File: config.mk
export PLATFORM = sky130hd
export DESIGN_NAME = mem_wb_elastic
export DESIGN_NICKNAME = d
export VERILOG_FILES = /design/src/rtl/mem_wb_elastic.sv
export SDC_FILE = /design/constraint.sdc
export NUM_CORES = 1
export LEC_CHECK = 0
export ABC_AREA = 0
export CAP_MARGIN = 20
export CORE_MARGIN = 2
export CORE_UTILIZATION = 46
export DETAILED_ROUTE_END_ITERATION = 16
export MAX_ROUTING_LAYER = met4
export PLACE_DENSITY = 0.77
export SYNTH_ARGS = -nofsm -noshare
export SYNTH_HDL_FRONTEND = slang
export SYNTH_SLANG_ARGS = --single-unit
export TNS_END_PERCENT = 100
File: constraint.sdc
create_clock -name clk -period 1.5 [get_ports clk]
set_input_delay 0.45 -clock clk [delete_from_list [all_inputs] [get_ports clk]]
set_output_delay 0.45 -clock clk [all_outputs]
set_load 0.01 [all_outputs]
File: src/rtl/mem_wb_elastic.sv
// MEM/WB pipeline register with valid/ready handshake, one-entry skid buffer,
// synchronous flush and optional suppression of RegWrite to r0.
//
// state   | meaning
// --------+------------------------------------------------
// S_EMPTY | nothing held, WB_valid=0
// S_ONE   | main register holds the WB entry
// S_FULL  | main and skid both hold entries, MEM_ready=0
module mem_wb_elastic #(
    parameter int CTL_W        = 2,
    parameter int DATA_W       = 32,
    parameter int RD_W         = 5,
    parameter int ZERO_RD_KILL = 1
) (
    input  logic              clk,
    input  logic              rst_n,
    input  logic              flush,
    input  logic              MEM_valid,
    output logic              MEM_ready,
    input  logic [CTL_W-1:0]  MEM_ctlwb,
    input  logic [DATA_W-1:0] MEM_rdata,
    input  logic [DATA_W-1:0] MEM_alu_out,
    input  logic [RD_W-1:0]   MEM_rd,
    output logic              WB_valid,
    input  logic              WB_ready,
    output logic [CTL_W-1:0]  WB_ctlwb,
    output logic [DATA_W-1:0] WB_rdata,
    output logic [DATA_W-1:0] WB_alu_out,
    output logic [RD_W-1:0]   WB_rd,
    output logic [1:0]        occupancy
);

    localparam logic [1:0] S_EMPTY = 2'd0;
    localparam logic [1:0] S_ONE   = 2'd1;
    localparam logic [1:0] S_FULL  = 2'd2;

    logic [1:0]        state, state_nxt;
    logic              main_valid, skid_valid;
    logic [CTL_W-1:0]  main_ctl, skid_ctl, in_ctl;
    logic [DATA_W-1:0] main_rdata, skid_rdata;
    logic [DATA_W-1:0] main_alu, skid_alu;
    logic [RD_W-1:0]   main_rd, skid_rd;
    logic              accept, drain;
    logic              load_main, load_skid, main_from_skid;

    assign accept = MEM_valid & ~skid_valid;
    assign drain  = main_valid & WB_ready;

    always_comb begin
        in_ctl = MEM_ctlwb;
        if ((ZERO_RD_KILL != 0) && (MEM_rd == '0)) in_ctl[0] = 1'b0;
    end

    always_comb begin
        state_nxt      = state;
        load_main      = 1'b0;
        load_skid      = 1'b0;
        main_from_skid = 1'b0;
        case (state)
            S_EMPTY: begin
                if (accept) begin
                    state_nxt = S_ONE;
                    load_main = 1'b1;
                end
            end
            S_ONE: begin
                if (accept && !drain) begin
                    state_nxt = S_FULL;
                    load_skid = 1'b1;
                end else if (!accept && drain) begin
                    state_nxt = S_EMPTY;
                end else if (accept && drain) begin
                    load_main = 1'b1;
                end
            end
            S_FULL: begin
                if (drain) begin
                    state_nxt      = S_ONE;
                    main_from_skid = 1'b1;
                end
            end
            default: state_nxt = S_EMPTY;
        endcase
        // Flush discards the incoming entry and overrides any drain.
        if (flush) begin
            state_nxt      = S_EMPTY;
            load_main      = 1'b0;
            load_skid      = 1'b0;
            main_from_skid = 1'b0;
        end
    end

    always_ff @(posedge clk or negedge rst_n) begin
        if (!rst_n) begin
            state      <= S_EMPTY;
            main_valid <= 1'b0;
            skid_valid <= 1'b0;
            main_ctl   <= '0;
            main_rdata <= '0;
            main_alu   <= '0;
            main_rd    <= '0;
            skid_ctl   <= '0;
            skid_rdata <= '0;
            skid_alu   <= '0;
            skid_rd    <= '0;
        end else begin
            state      <= state_nxt;
            main_valid <= (state_nxt != S_EMPTY);
            skid_valid <= (state_nxt == S_FULL);
            if (load_main) begin
                main_ctl   <= in_ctl;
                main_rdata <= MEM_rdata;
                main_alu   <= MEM_alu_out;
                main_rd    <= MEM_rd;
            end else if (main_from_skid) begin
                main_ctl   <= skid_ctl;
                main_rdata <= skid_rdata;
                main_alu   <= skid_alu;
                main_rd    <= skid_rd;
            end
            if (load_skid) begin
                skid_ctl   <= in_ctl;
                skid_rdata <= MEM_rdata;
                skid_alu   <= MEM_alu_out;
                skid_rd    <= MEM_rd;
            end
        end
    end

    // Ready depends only on the skid flop, never on WB_ready.
    assign MEM_ready  = ~skid_valid;
    assign WB_valid   = main_valid;
    assign WB_ctlwb   = main_valid ? main_ctl : '0;
    assign WB_rdata   = main_rdata;
    assign WB_alu_out = main_alu;
    assign WB_rd      = main_rd;
    assign occupancy  = state;

endmodule

# Word-level counts from Yosys, hierarchy flattened
# Index checks and enable logic that the tools add are counted.
[classes] n_eq_ne=3 mux=28 bitwise_logic=3 reduce_logical=9
[ops] op="32-bit two-way mux" n=4
[ops] op="2-bit two-way mux" n=8
[ops] op="1-bit two-way mux" n=12
[ops] op="5-bit two-way mux" n=2
[ops] op="2-bit case mux with 3 select lines" n=1
[ops] op="5-bit zero test" n=1
[ops] op="2-bit == test (second input constant)" n=2
[ops] op="2-bit nonzero test" n=2
[ops] op="1-bit logical AND" n=3
[ops] op="1-bit bitwise AND" n=2
[ops] op="2-bit by 1-bit == test with 1-bit output (second input constant)" n=1
[ops] op="1-bit zero test" n=2
[ops] op="2-bit zero test" n=1
[ops] op="1-bit case mux with 2 select lines" n=1
[ops] op="1-bit NOT" n=1
[word_totals] reg_bits=146 output_inout_bits=75 elab_cells=54

# Longest topological paths before layout
# Gate-level depths: netlist of run 1.
[depth] word_depth=9 mapped_depth=6

# Worst setup path after synthesis of run 1
# No wires, ideal clock.
[synth_timing] path_type="register to register" from="reg state[1], in the netlist occupancy[1]" to="reg main_rd[4], in the netlist WB_rd[4]" setup_ns=0.141 t_arrival_ns=1.522 t_required_ns=1.359 path_slack_ns=-0.163 path_stages_with_launch=7 cell_sequence="dfrtp_1 buf_6 or4b_1 buf_6 buf_6 nor3_1 a31oi_1"
[synth_between] elab_chain_cells=4
[synth_rtl] item="start, declared" line="37" source="logic [1:0] state, state_nxt;"
[synth_rtl] item="start signal, assigned" line="107" source="state <= state_nxt;"
[synth_rtl] item="2-bit by 1-bit == test with 1-bit output (tied with other cells)" line="59" source="case (state)"
[synth_rtl] item="1-bit case mux with 2 select lines or 1-bit two-way mux (tied branches)" line="59"
[synth_rtl] item="1-bit two-way mux" line="85" source="if (flush) begin"
[synth_rtl] item="5-bit two-way mux or 2-bit nonzero test (tied branches)"
[synth_rtl] item="end signal, assigned" line="114" source="main_rd <= MEM_rd;"
[synth_rtl] item="end signal, assigned" line="119" source="main_rd <= skid_rd;"
[synth_rtl] item="end, declared" line="42" source="logic [RD_W-1:0] main_rd, skid_rd;"
# Parallel ways exist; a longest one is shown, timed or not.
# A chain may end at the register's enable or synchronous reset.

# Worst setup path in the final report of run 1
[layout_timing] from="reg state[1], in the netlist occupancy[1]" to="reg main_ctl[0]"
[layout_between] elab_chain_cells=4
[layout_rtl] item="2-bit by 1-bit == test with 1-bit output (tied with other cells)" line="59"
[layout_rtl] item="1-bit case mux with 2 select lines or 1-bit two-way mux (tied branches)" line="59"
[layout_rtl] item="1-bit two-way mux" line="85"
[layout_rtl] item="2-bit two-way mux or 2-bit nonzero test (tied branches)"
[layout_rtl] item="end signal, assigned" line="111" source="main_ctl <= in_ctl;"
[layout_rtl] item="end signal, assigned" line="116" source="main_ctl <= skid_ctl;"
[layout_rtl] item="end, declared" line="39" source="logic [CTL_W-1:0] main_ctl, skid_ctl, in_ctl;"
# Parallel ways exist; a longest one is shown, timed or not.

==> results.tsv, run 1 <==
stage	metric	value	unit
setup_path	cp_common_cell	buf_12	
setup_path	crit_required	1.85	ns
setup_path	arrival	2.12	ns
logic_synthesis	synth_xor_area_share	0	%
floorplan	start_util	46.9	%
clock_tree	clk_pin_slew	0.06	ns
floorplan	dieWidth	126	µm
floorplan	die_h	126	µm
setup_path	critPathMaxFanout	7	
logic_synthesis	synth-simple-area-share	15.9	%
clock_tree	clk_path_buf_depth	2	
placement	place_area	8950	µm²
detailed_routing	drt-total-wl	19.1	mm
detailed_routing	routedWlPerCell	20.1	µm
timing	worst_pin_slew	0.436	ns
timing	slew_violations	0	
clock_tree	clk_latency	0.42	ns
logic_synthesis	synth-seq-area-share	53.8	%
timing	max_slew_margin	70.9	%
setup_path	start_kind	flop	
clock_tree	root_buffer	clkbuf_16	
finish	syn_to_final_growth	40.4	%
placement	hpwl	11.8	mm
detailed_routing	drc	0	
finish	diodes	0	
timing	fin_crit_sh	118	%
floorplan	rows	44	
logic_synthesis	synth_compound_area_share	12.7	%
timing	setup_tns	-26.08	ns
floorplan	ioPinCount	151	
power_and_ir_drop	vdd.ir_drop.worst	0.000723	V
power_and_ir_drop	power.leakage	3.85	nW
timing	finClkSkew	0.00855	ns
clock_tree	cts_made_buffers	17	
finish	fin_area	9540	µm²
setup_path	path_class	reg2reg	
setup_path	endpoint_kind	flop	
power_and_ir_drop	p_per_area	1540	nW/µm²
detailed_routing	firstDrtPassIters	4	
flow_run	maxCapViolCount	0	
setup_path	slowest_stage	or4b_4	
global_routing	overflow	0	
detailed_routing	ant_nets	0	
min_path	worstHoldPathType	in2async	
finish	fin_util	65.9	%
detailed_routing	drt_iter0_drc	473	
global_routing	grt.total_usage	24.9	%
finish	fin_nets	831	
finish	instances_no_fill	951	
placement	place.gp.congestion	0.805	
setup_path	crit_chain	buf_6 -> or4b_4 -> buf_12 -> buf_12 -> o22ai_4 -> a2bb2oi_2	
timing	rsz0062_at_grt	yes	
timing	setup_viol	148	
clock_tree	cts.sinks	146	
clock_tree	cts_tree	built	
global_routing	grt_pass1_vias	6010	
logic_synthesis	synth_top_family_by_area	simple AND/OR/NAND/NOR gates	
logic_synthesis	yosys_register_bits	146	
clock_tree	htree_levels	4	
setup_path	crit_path_max_incr_delay	0.58	ns
placement	place_ws	-0.610	ns
logic_synthesis	yosysWarnings	0	
logic_synthesis	ys_types	30	
floorplan	die_area	15800	µm²
timing	min_period	1.77	ns
outcome	outcome	complete, but fails checks	
setup_path	critical_path.top_delay_family	simple AND/OR/NAND/NOR gates	
detailed_routing	vias	5559	
detailed_routing	vias_per_cell	5.85	
logic_synthesis	syn_nets	668	
global_routing	grt_pass1_wl	30.5	mm
timing	hold_violations	0	
logic_synthesis	synth_fa_ha_area_share	0	%
setup_path	worst-path-buf-inv	3	
placement	placed_cells	902	
logic_synthesis	syn_area	6800	µm²
logic_synthesis	synthMuxAreaShare	11.9	%
outcome	violations	negative setup slack	
floorplan	core-area	14500	µm²
timing	setup_slack	-0.268	ns
finish	n_fill_cell	1078	
logic_synthesis	syn_area_per_cell	11.5	µm²
placement	io_buffers	150	
timing	clock.fmax	566	MHz
global_routing	grt_max_degree	87	
global_routing	antenna_found_initial	0	
finish	drive_gt1_share	40.9	%
logic_synthesis	synthCells	592	
## registers in the layout (all words and copies together) (netlist names)
| signal | count |
|---|---|
| skid_rd | 5 |
| skid_ctl | 2 |
| WB_valid | 1 |
| WB_rd | 5 |
| skid_rdata | 32 |
| skid_alu | 32 |
| WB_alu_out | 32 |
| WB_rdata | 32 |
| skid_valid | 1 |
| occupancy | 2 |
| main_ctl | 2 |
## cell type report
type / count / area (µm²) / share of cell area [%]
Multi-Input combinational cell: 381 / 3120 / 32.8
Clock buffer: 22 / 484 / 5.08
Sequential cell: 146 / 3660 / 38.3
Inverter: 2 / 7.51 / 0.0787
Clock inverter: 9 / 129 / 1.35
Tap cell: 184 / 230 / 2.41
Timing Repair Buffer: 207 / 1910 / 20.0
## metrics by stage
| step | power, mW | hold slack [ns] |
|---|---|---|
| 3_5_place_dp | 10.7 | 0.362 |
| 5_1_grt | 15.4 | 0.492 |
| 6_report | 14.7 | 0.487 |
| 2_1_floorplan | 8.42 | 0.154 |
| 3_3_place_gp | 10.4 | 0.358 |
| 4_1_cts | 14.8 | 0.475 |
## cell usage in the layout, fill, tap and decap left out, types with 2 or more instances in the layout
master and instances:
a31oi_1 70, and2_4 2, buf_12 17, buf_2 40, buf_4 31, buf_6 11, bufinv_16 3, clkbuf_16 21
clkbuf_2 26, clkbuf_8 4, clkdlybuf4s15_1 3, clkdlybuf4s50_1 72, clkinv_2 3, clkinvlp_4 2, dfrtp_1 144, dfrtp_2 2
mux2_2 71, nand2b_1 2, nand3b_1 70, nor2_1 4, nor3_2 61, nor3_4 8, nor3b_1 2, o21ai_0 71
## worst reg2reg max path: stages, from the launching register on
cell	delay, ns
dfrtp_2	0.40
buf_6	0.13
or4b_4	0.58
buf_12	0.16
buf_12	0.14
o22ai_4	0.15
a2bb2oi_2	0.14
## power by group
part / internal (mW) / leakage, nW / total (mW) / switching (mW)
logic: 2.08 / 1.88 / 3.95 / 1.86
clock network: 2.78 / 0.298 / 4.36 / 1.58
registers: 5.50 / 1.68 / 6.36 / 0.860
total: 10.4 / 3.85 / 14.7 / 4.31
## Yosys cell counts (all sizes together)
library cell	instances	area, µm²
nand3	1	5.00
and2	3	18.8
o21ai	72	360
nand2b	3	18.8
nor2	5	18.8
nor3b	2	15.0
nand4b	1	8.76
inv	2	7.51
mux2	71	800
dfrtp	146	3650
buf	31	255
nor4b	1	23.8
or4b	1	10.0
a211oi	1	7.51
a2bb2oi	1	15.0
or4	1	7.51
a21oi	1	5.00
nor3	70	410
a21boi	1	11.3
clkbuf	32	120
o22ai	1	12.5
a31oi	70	438
mux2i	1	10.0
a22o	1	8.76
nand2	1	11.3
and4b	1	10.0
nand3b	70	526
o21a	1	7.51
## per-layer routing
| layer | vias up | wire, µm | global-route usage [%] |
|---|---|---|---|
| met1 | 2806 | 8080 | 30.8 |
| met4 | 0 | 425 | 10.7 |
| li1 | 2518 | - | - |
| met5 | - | 0 | - |
| met2 | 200 | 9530 | 39.8 |
| met3 | 35 | 1110 | 5.43 |
## cell families after synthesis
kind of cell	count (synthesis)
AND/OR/NAND/NOR	160
AO/OA/AOI/OAI	149
flip-flops	146
multiplexers	72
buffers and inverters	65
## path summary, 6_finish.rpt
check | from | endpoint | slack, ns | cells past startpoint
max in group asynchronous | rst_n | occupancy[0]$_DFF_PN0_ | 0.51 | 3
setup / recovery | occupancy[1]$_DFF_PN0_ | main_ctl[0]$_DFFE_PN0P_ | -0.27 | 6
min in group clk | flush | WB_valid$_DFF_PN0_ | 0.50 | 3
setup reg to reg | occupancy[1]$_DFF_PN0_ | main_ctl[0]$_DFFE_PN0P_ | -0.27 | 6
hold reg to reg | skid_rdata[5]$_DFFE_PN0P_ | skid_rdata[5]$_DFFE_PN0P_ | 0.50 | 1
hold / removal | rst_n | skid_rdata[13]$_DFFE_PN0P_ | 0.49 | 2
## what timing repair did
action,4_1_cts,5_1_grt
endpoints found under the hold margin,26,0
gates resized for setup,237,56
hold buffers,1,0
endpoints found under the setup margin,217,187
setup buffers,7,5
pin swaps,0,2
cloned,0,5
Note: power is estimated with default switching activity, not from simulation.
==> run 2: changes to the inputs <==
--- a/config.mk
+++ b/config.mk
@@ -7,6 +7,7 @@
 export LEC_CHECK = 0
 export ABC_AREA = 0
 export CAP_MARGIN = 20
+export CORE_ASPECT_RATIO = 0.9
 export CORE_MARGIN = 2
 export CORE_UTILIZATION = 46
 export DETAILED_ROUTE_END_ITERATION = 16
==> run 2 against run 1 <==
  * The flow still finishes with violations (negative setup slack)
  * Maximum frequency rose by 4.8%
  * Sequential power hardly changed
  * Combinational power up 8.4%
  * Critical path type is now reg2out
  * Sequential share of layout area decreased by 1.1 points
  * Global-route usage down 0.082 points
  * Via count is 2.6% higher
  * Final area is 3.1% higher
  * Worst hold slack improved by 0.0091 ns
  * First-iteration DRC count down 4.9%
  * Die area barely moved
  * Clock power fell by 4%
==> results.tsv, run 2 (synthesis results as in run 1) <==
stage	metric	value	unit	change
floorplan	dieWidth	132	µm	+5.2%
finish	instances_no_fill	965		+1.5%
clock_tree	clk_path_buf_depth	2		unchanged
timing	hold_violations	0		unchanged
finish	n_fill_cell	1056		-2.0%
timing	fin_crit_sh	112	%	-5.4 points
power_and_ir_drop	p_total	14.8	mW	+0.94%
global_routing	grt_pass1_vias	5952		-0.97%
flow_run	maxCapViolCount	0		unchanged
timing	setup_tns	-20.94	ns	+5.14 ns
clock_tree	cts_tree	built		
floorplan	core-area	14600	µm²	+0.54%
power_and_ir_drop	p_per_area	1510	nW/µm²	-2.0%
power_and_ir_drop	power.leakage	3.87	nW	+0.49%
floorplan	start_util	46.7	%	-0.25 points
timing	clock.fmax	593	MHz	+4.8%
clock_tree	clk_pin_slew	0.06	ns	about the same
timing	setup_viol	145		-2.0%
global_routing	grt_max_degree	91		+4.6%
outcome	outcome	complete, but fails checks		
setup_path	critPathMaxFanout	3		-4
timing	min_period	1.69	ns	-0.0812 ns
detailed_routing	firstDrtPassIters	5		+1
outcome	violations	negative setup slack		
timing	rsz0062_at_grt	yes		
timing	setup_slack	-0.187	ns	+0.0812 ns
finish	drive_gt1_share	42.5	%	+1.6 points
finish	fin_nets	831		unchanged
floorplan	ioPinCount	151		unchanged
global_routing	overflow	0		unchanged
setup_path	crit_required	1.05	ns	-0.80 ns
setup_path	arrival	1.24	ns	-0.88 ns
finish	fin_util	67.5	%	+1.7 points
clock_tree	htree_levels	4		unchanged
finish	final_cell_mix	dfrtp_1, mux2_2, clkdlybuf4s50_1		
placement	hpwl	11.7	mm	-1.0%
detailed_routing	vias	5703		+2.6%
clock_tree	root_buffer	clkbuf_16		
global_routing	antenna_found_initial	0		unchanged
placement	placed_cells	920		+2.0%
timing	max_slew_margin	51.2	%	-20 points
global_routing	grt.total_usage	24.9	%	-0.082 points
finish	diodes	0		unchanged
power_and_ir_drop	vdd.ir_drop.worst	0.000867	V	+20%
floorplan	rows	42		-4.5%
placement	place.gp.congestion	0.805		about the same
timing	slew_violations	0		unchanged
detailed_routing	drc	0		unchanged
floorplan	die_h	119	µm	-5.0%
detailed_routing	vias_per_cell	5.91		+1.1%
finish	syn_to_final_growth	44.7	%	
clock_tree	cts_made_buffers	17		unchanged
placement	place_ws	-0.594	ns	+0.0162 ns
setup_path	path_class	reg2out		
timing	finClkSkew	0.00574	ns	-0.00281 ns
min_path	worstHoldPathType	in2async		
setup_path	start_kind	flop		
clock_tree	clk_latency	0.41	ns	about the same
global_routing	grt_pass1_wl	30.3	mm	-0.77%
placement	io_buffers	150		unchanged
detailed_routing	drt-total-wl	19.9	mm	+4.0%
detailed_routing	routedWlPerCell	20.6	µm	+2.5%
clock_tree	cts.sinks	146		unchanged
floorplan	die_area	15800	µm²	about the same
detailed_routing	ant_nets	0		unchanged
timing	worst_pin_slew	0.732	ns	+0.296 ns
detailed_routing	drt_iter0_drc	450		-4.9%
finish	final_common_cell	dfrtp_1		
setup_path	endpoint_kind	output port		
run 2: path summary, 6_finish.rpt:
| path | start | end | slack (ns) | depth (start not counted) |
|---|---|---|---|---|
| max reg2reg | skid_valid$_DFF_PN0_ | WB_alu_out[5]$_DFFE_PN0P_ | -0.18 | 6 |
| max in group asynchronous | rst_n | WB_rdata[31]$_DFFE_PN0P_ | 0.47 | 3 |
| min | rst_n | skid_rdata[27]$_DFFE_PN0P_ | 0.50 | 2 |
| max | WB_valid$_DFF_PN0_ | WB_ctlwb[1] | -0.19 | 3 |
| min reg2reg | skid_alu[4]$_DFFE_PN0P_ | skid_alu[4]$_DFFE_PN0P_ | 0.50 | 1 |
| min in group clk | skid_alu[4]$_DFFE_PN0P_ | skid_alu[4]$_DFFE_PN0P_ | 0.50 | 1 |
run 2: metal layers:
metal  wire length [µm]  vias to the layer above  global-route usage [%]
li1                   -                     2526                       -
met1               8530                     2934                    30.7
met2              10000                      207                    40.9
met3                932                       36                    4.56
met4                455                        0                    9.65
met5                  0                        -                       -
run 2: final cells by class:
class                      count  area (µm²)  share of cell area, %
sequential                   146        3650                   37.2
multi-input combinational    382        3430                   34.9
timing repair buffer         206        1910                   19.5
clock buffer                  26         499                   5.08
tap                          198         248                   2.52
clock inverter                 5        75.1                  0.764
inverter                       2        7.51                 0.0764
run 2: critical path, stage by stage, from the launching register on:
cell and delay [ns]:
dfrtp_1 0.42, buf_4 0.15, and2_4 0.13, buf_6 0.12
run 2: what timing repair did:
item	in CTS	in global routing
pin swaps	3	2
setup endpoints to repair	216	192
hold buffers	1	0
hold endpoints to repair	24	0
cloned	1	6
resized for setup	237	85
buffers inserted	6	1
run 2: stage by stage:
step	cell area (µm²)	hold WS [ns]
floorplan	7080	0.154
global placement	8970	0.363
detailed placement	8970	0.365
CTS	9650	0.491
global route	9830	0.516
finish	9830	0.496
run 2: power by group:
group / internal [mW] / switching (mW) / total [mW]
registers: 5.50 / 0.855 / 6.36
logic: 2.26 / 2.02 / 4.28
clock network: 2.61 / 1.56 / 4.17
total: 10.4 / 4.43 / 14.8
==> run 3: changes to the inputs <==
--- a/config.mk
+++ b/config.mk
@@ -9,10 +9,11 @@
 export CAP_MARGIN = 20
 export CORE_ASPECT_RATIO = 0.9
 export CORE_MARGIN = 2
-export CORE_UTILIZATION = 46
+export CORE_UTILIZATION = 50
 export DETAILED_ROUTE_END_ITERATION = 16
+export DONT_BUFFER_PORTS = 1
 export MAX_ROUTING_LAYER = met4
-export PLACE_DENSITY = 0.77
+export PLACE_DENSITY = 0.68
 export SYNTH_ARGS = -nofsm -noshare
 export SYNTH_HDL_FRONTEND = slang
 export SYNTH_SLANG_ARGS = --single-unit
==> run 3 against run 2 <==
  * The run ends with negative hold slack, negative setup slack left
  * Non-clock buffer count fell by 170
  * Critical path depth rose by 1
  * Sequential share of layout area rose by 8.6 points
  * Core utilization down 7.5 points
  * Routed wire length is 17% lower
  * Power down 10%
  * Clock-buffer cell count down 2
  * Clock power is 1% lower
  * Register-to-register slack gained 0.09 ns
  * Critical path type is now reg2reg
  * Critical endpoint is now WB_alu_out[12]$_DFFE_PN0P_
  * Highest routed layer unchanged
==> results.tsv, run 3 (synthesis results as in run 1) <==
stage	metric	value	unit	change
power_and_ir_drop	p_per_area	1660	nW/µm²	+10%
flow_run	maxCapViolCount	0		unchanged
timing	clock.fmax	628	MHz	+5.9%
timing	max_slew_margin	79.9	%	+29 points
global_routing	grt.total_usage	24.4	%	-0.48 points
floorplan	die_area	14500	µm²	-7.8%
clock_tree	cts_tree	built		
clock_tree	clk_path_buf_depth	2		unchanged
global_routing	grt_pass1_wl	26.8	mm	-11%
placement	io_buffers	0		-100%
floorplan	core-area	13300	µm²	-8.5%
timing	min_period	1.59	ns	-0.0934 ns
placement	placed_cells	727		-21%
outcome	outcome	complete, but fails checks		
setup_path	arrival	1.88	ns	+0.64 ns
timing	hold_violations	146		+146
detailed_routing	drt-total-wl	16.6	mm	-17%
detailed_routing	vias	4853		-15%
setup_path	start_kind	flop		
global_routing	grt_pass1_vias	5201		-13%
setup_path	slowest_stage	or4b_4		
timing	worst_pin_slew	0.301	ns	-0.432 ns
global_routing	overflow	0		unchanged
timing	fin_crit_sh	106	%	-6.2 points
setup_path	crit_chain	or4b_4 -> buf_12 -> nor3_2 -> a31oi_1		
placement	hpwl	10.3	mm	-12%
detailed_routing	firstDrtPassIters	4		-1
floorplan	die_h	115	µm	-3.9%
global_routing	antenna_found_initial	0		unchanged
outcome	violations	negative hold slack, negative setup slack		
finish	final_cell_mix	dfrtp_1, mux2_2, o21ai_0, nand3b_1, a31oi_1		
timing	finClkSkew	0.00426	ns	-0.00148 ns
placement	place.gp.congestion	0.789		-1.9%
clock_tree	clk_pin_slew	0.06	ns	about the same
detailed_routing	routedWlPerCell	21.8	µm	+5.5%
clock_tree	cts.sinks	146		unchanged
timing	slew_violations	0		unchanged
floorplan	dieWidth	127	µm	-4.0%
finish	instances_no_fill	762		-21%
finish	drive_gt1_share	36.4	%	-6.1 points
finish	fin_nets	660		-21%
clock_tree	cts_made_buffers	17		unchanged
power_and_ir_drop	power.leakage	3.09	nW	-20%
detailed_routing	drt_iter0_drc	333		-26%
finish	final_common_cell	dfrtp_1		
detailed_routing	vias_per_cell	6.37		+7.8%
placement	place_ws	-0.134	ns	+0.460 ns
setup_path	r2r_cells	4		-2
detailed_routing	ant_nets	0		unchanged
timing	fin_hold_ws	-0.274	ns	-0.770 ns
finish	syn_to_final_growth	17.6	%	
finish	diodes	0		unchanged
setup_path	crit_path_max_incr_delay	0.59	ns	+0.17 ns
floorplan	ioPinCount	151		unchanged
clock_tree	htree_levels	4		unchanged
power_and_ir_drop	vdd.ir_drop.worst	0.000911	V	+5.1%
setup_path	crit_required	1.79	ns	+0.74 ns
global_routing	grt_max_degree	149		+64%
detailed_routing	drc	0		unchanged
timing	setup_viol	135		-6.9%
floorplan	start_util	51.0	%	+4.4 points
setup_path	critPathMaxFanout	36		+33
timing	rsz0062_at_grt	yes		
setup_path	endpoint_kind	flop		
floorplan	rows	40		-4.8%
min_path	worstHoldPathType	in2async		
clock_tree	root_buffer	clkbuf_16		
finish	n_fill_cell	1070		+1.3%
clock_tree	clk_latency	0.42	ns	about the same
setup_path	path_class	reg2reg		
timing	setup_slack	-0.0933	ns	+0.0934 ns
==> run 3: cell count changes in the layout (fill, tap and decap cells not counted), sizes merged, moves of 2 or more <==
cell,before,now
buf,93,36
clkdlybuf4s15,12,0
dlygate4sd2,2,0
clkdlybuf4s50,71,0
clkbuf,53,24
==> run 3: path summary, 6_finish.rpt <==
kind	start	to	slack, ns
min in group clk	flush	WB_valid$_DFF_PN0_	0.17
min reg2reg	skid_alu[30]$_DFFE_PN0P_	skid_alu[30]$_DFFE_PN0P_	0.50
max reg2reg	occupancy[1]$_DFF_PN0_	WB_alu_out[12]$_DFFE_PN0P_	-0.09
max	occupancy[1]$_DFF_PN0_	WB_alu_out[12]$_DFFE_PN0P_	-0.09
max in group asynchronous	rst_n	occupancy[0]$_DFF_PN0_	1.56
min	rst_n	WB_rdata[7]$_DFFE_PN0P_	-0.27
==> run 3: repair_timing <==
action	4_1_cts	5_1_grt
setup endpoints to repair	145	146
gates resized for setup	17	7
hold endpoints to repair	146	146
setup buffers	5	0
pin swaps	1	1
cloned	1	0
==> run 3: report_power, final <==
part / switching [mW] / internal, mW
Clock: 1.54 / 2.59
Sequential: 1.19 / 5.50
Combinational: 1.06 / 1.38
Total: 3.79 / 9.48
==> run 3: critical path, delay by kind of cell, from the launching register on <==
| kind | cells | cell delay, ns |
|---|---|---|
| DFF | 1 | 0.42 |
| and+or+nand+nor | 2 | 0.72 |
| buffers and inverters | 1 | 0.21 |
| AOI/OAI and AO/OA | 1 | 0.07 |
==> run 3: cell type report <==
class / count / area (µm²) / area share (%)
multi-input cells: 381 / 3070 / 38.5
flip-flops and latches: 146 / 3660 / 45.7
inverters: 2 / 10.0 / 0.125
clock inverters: 5 / 77.6 / 0.971
well taps: 168 / 210 / 2.63
clock buffers: 24 / 492 / 6.15
repair buffers: 36 / 473 / 5.92
==> run 3: metal layers <==
| metal | up-vias | GRT usage (%) | routed length (µm) |
|---|---|---|---|
| li1 | 2167 | - | - |
| met1 | 2512 | 29.0 | 6830 |
| met2 | 151 | 39.6 | 8420 |
| met3 | 23 | 7.10 | 1060 |
| met4 | 0 | 9.38 | 291 |
| met5 | - | - | 0 |
==> run 3: metrics by stage <==
step	cell area [µm²]	util, %	TNS, ns	hold WS (ns)	power (mW)
floorplan	7080	-	-14.59	0.154	8.42
global placement	7300	54.8	-5.26	0.159	8.88
detailed placement	7300	54.8	-9.18	0.159	9.12
CTS	7970	59.9	-8.57	-0.297	13.4
global route	7990	60.0	-13.83	-0.300	13.9
finish	7990	60.0	-5.86	-0.274	13.3
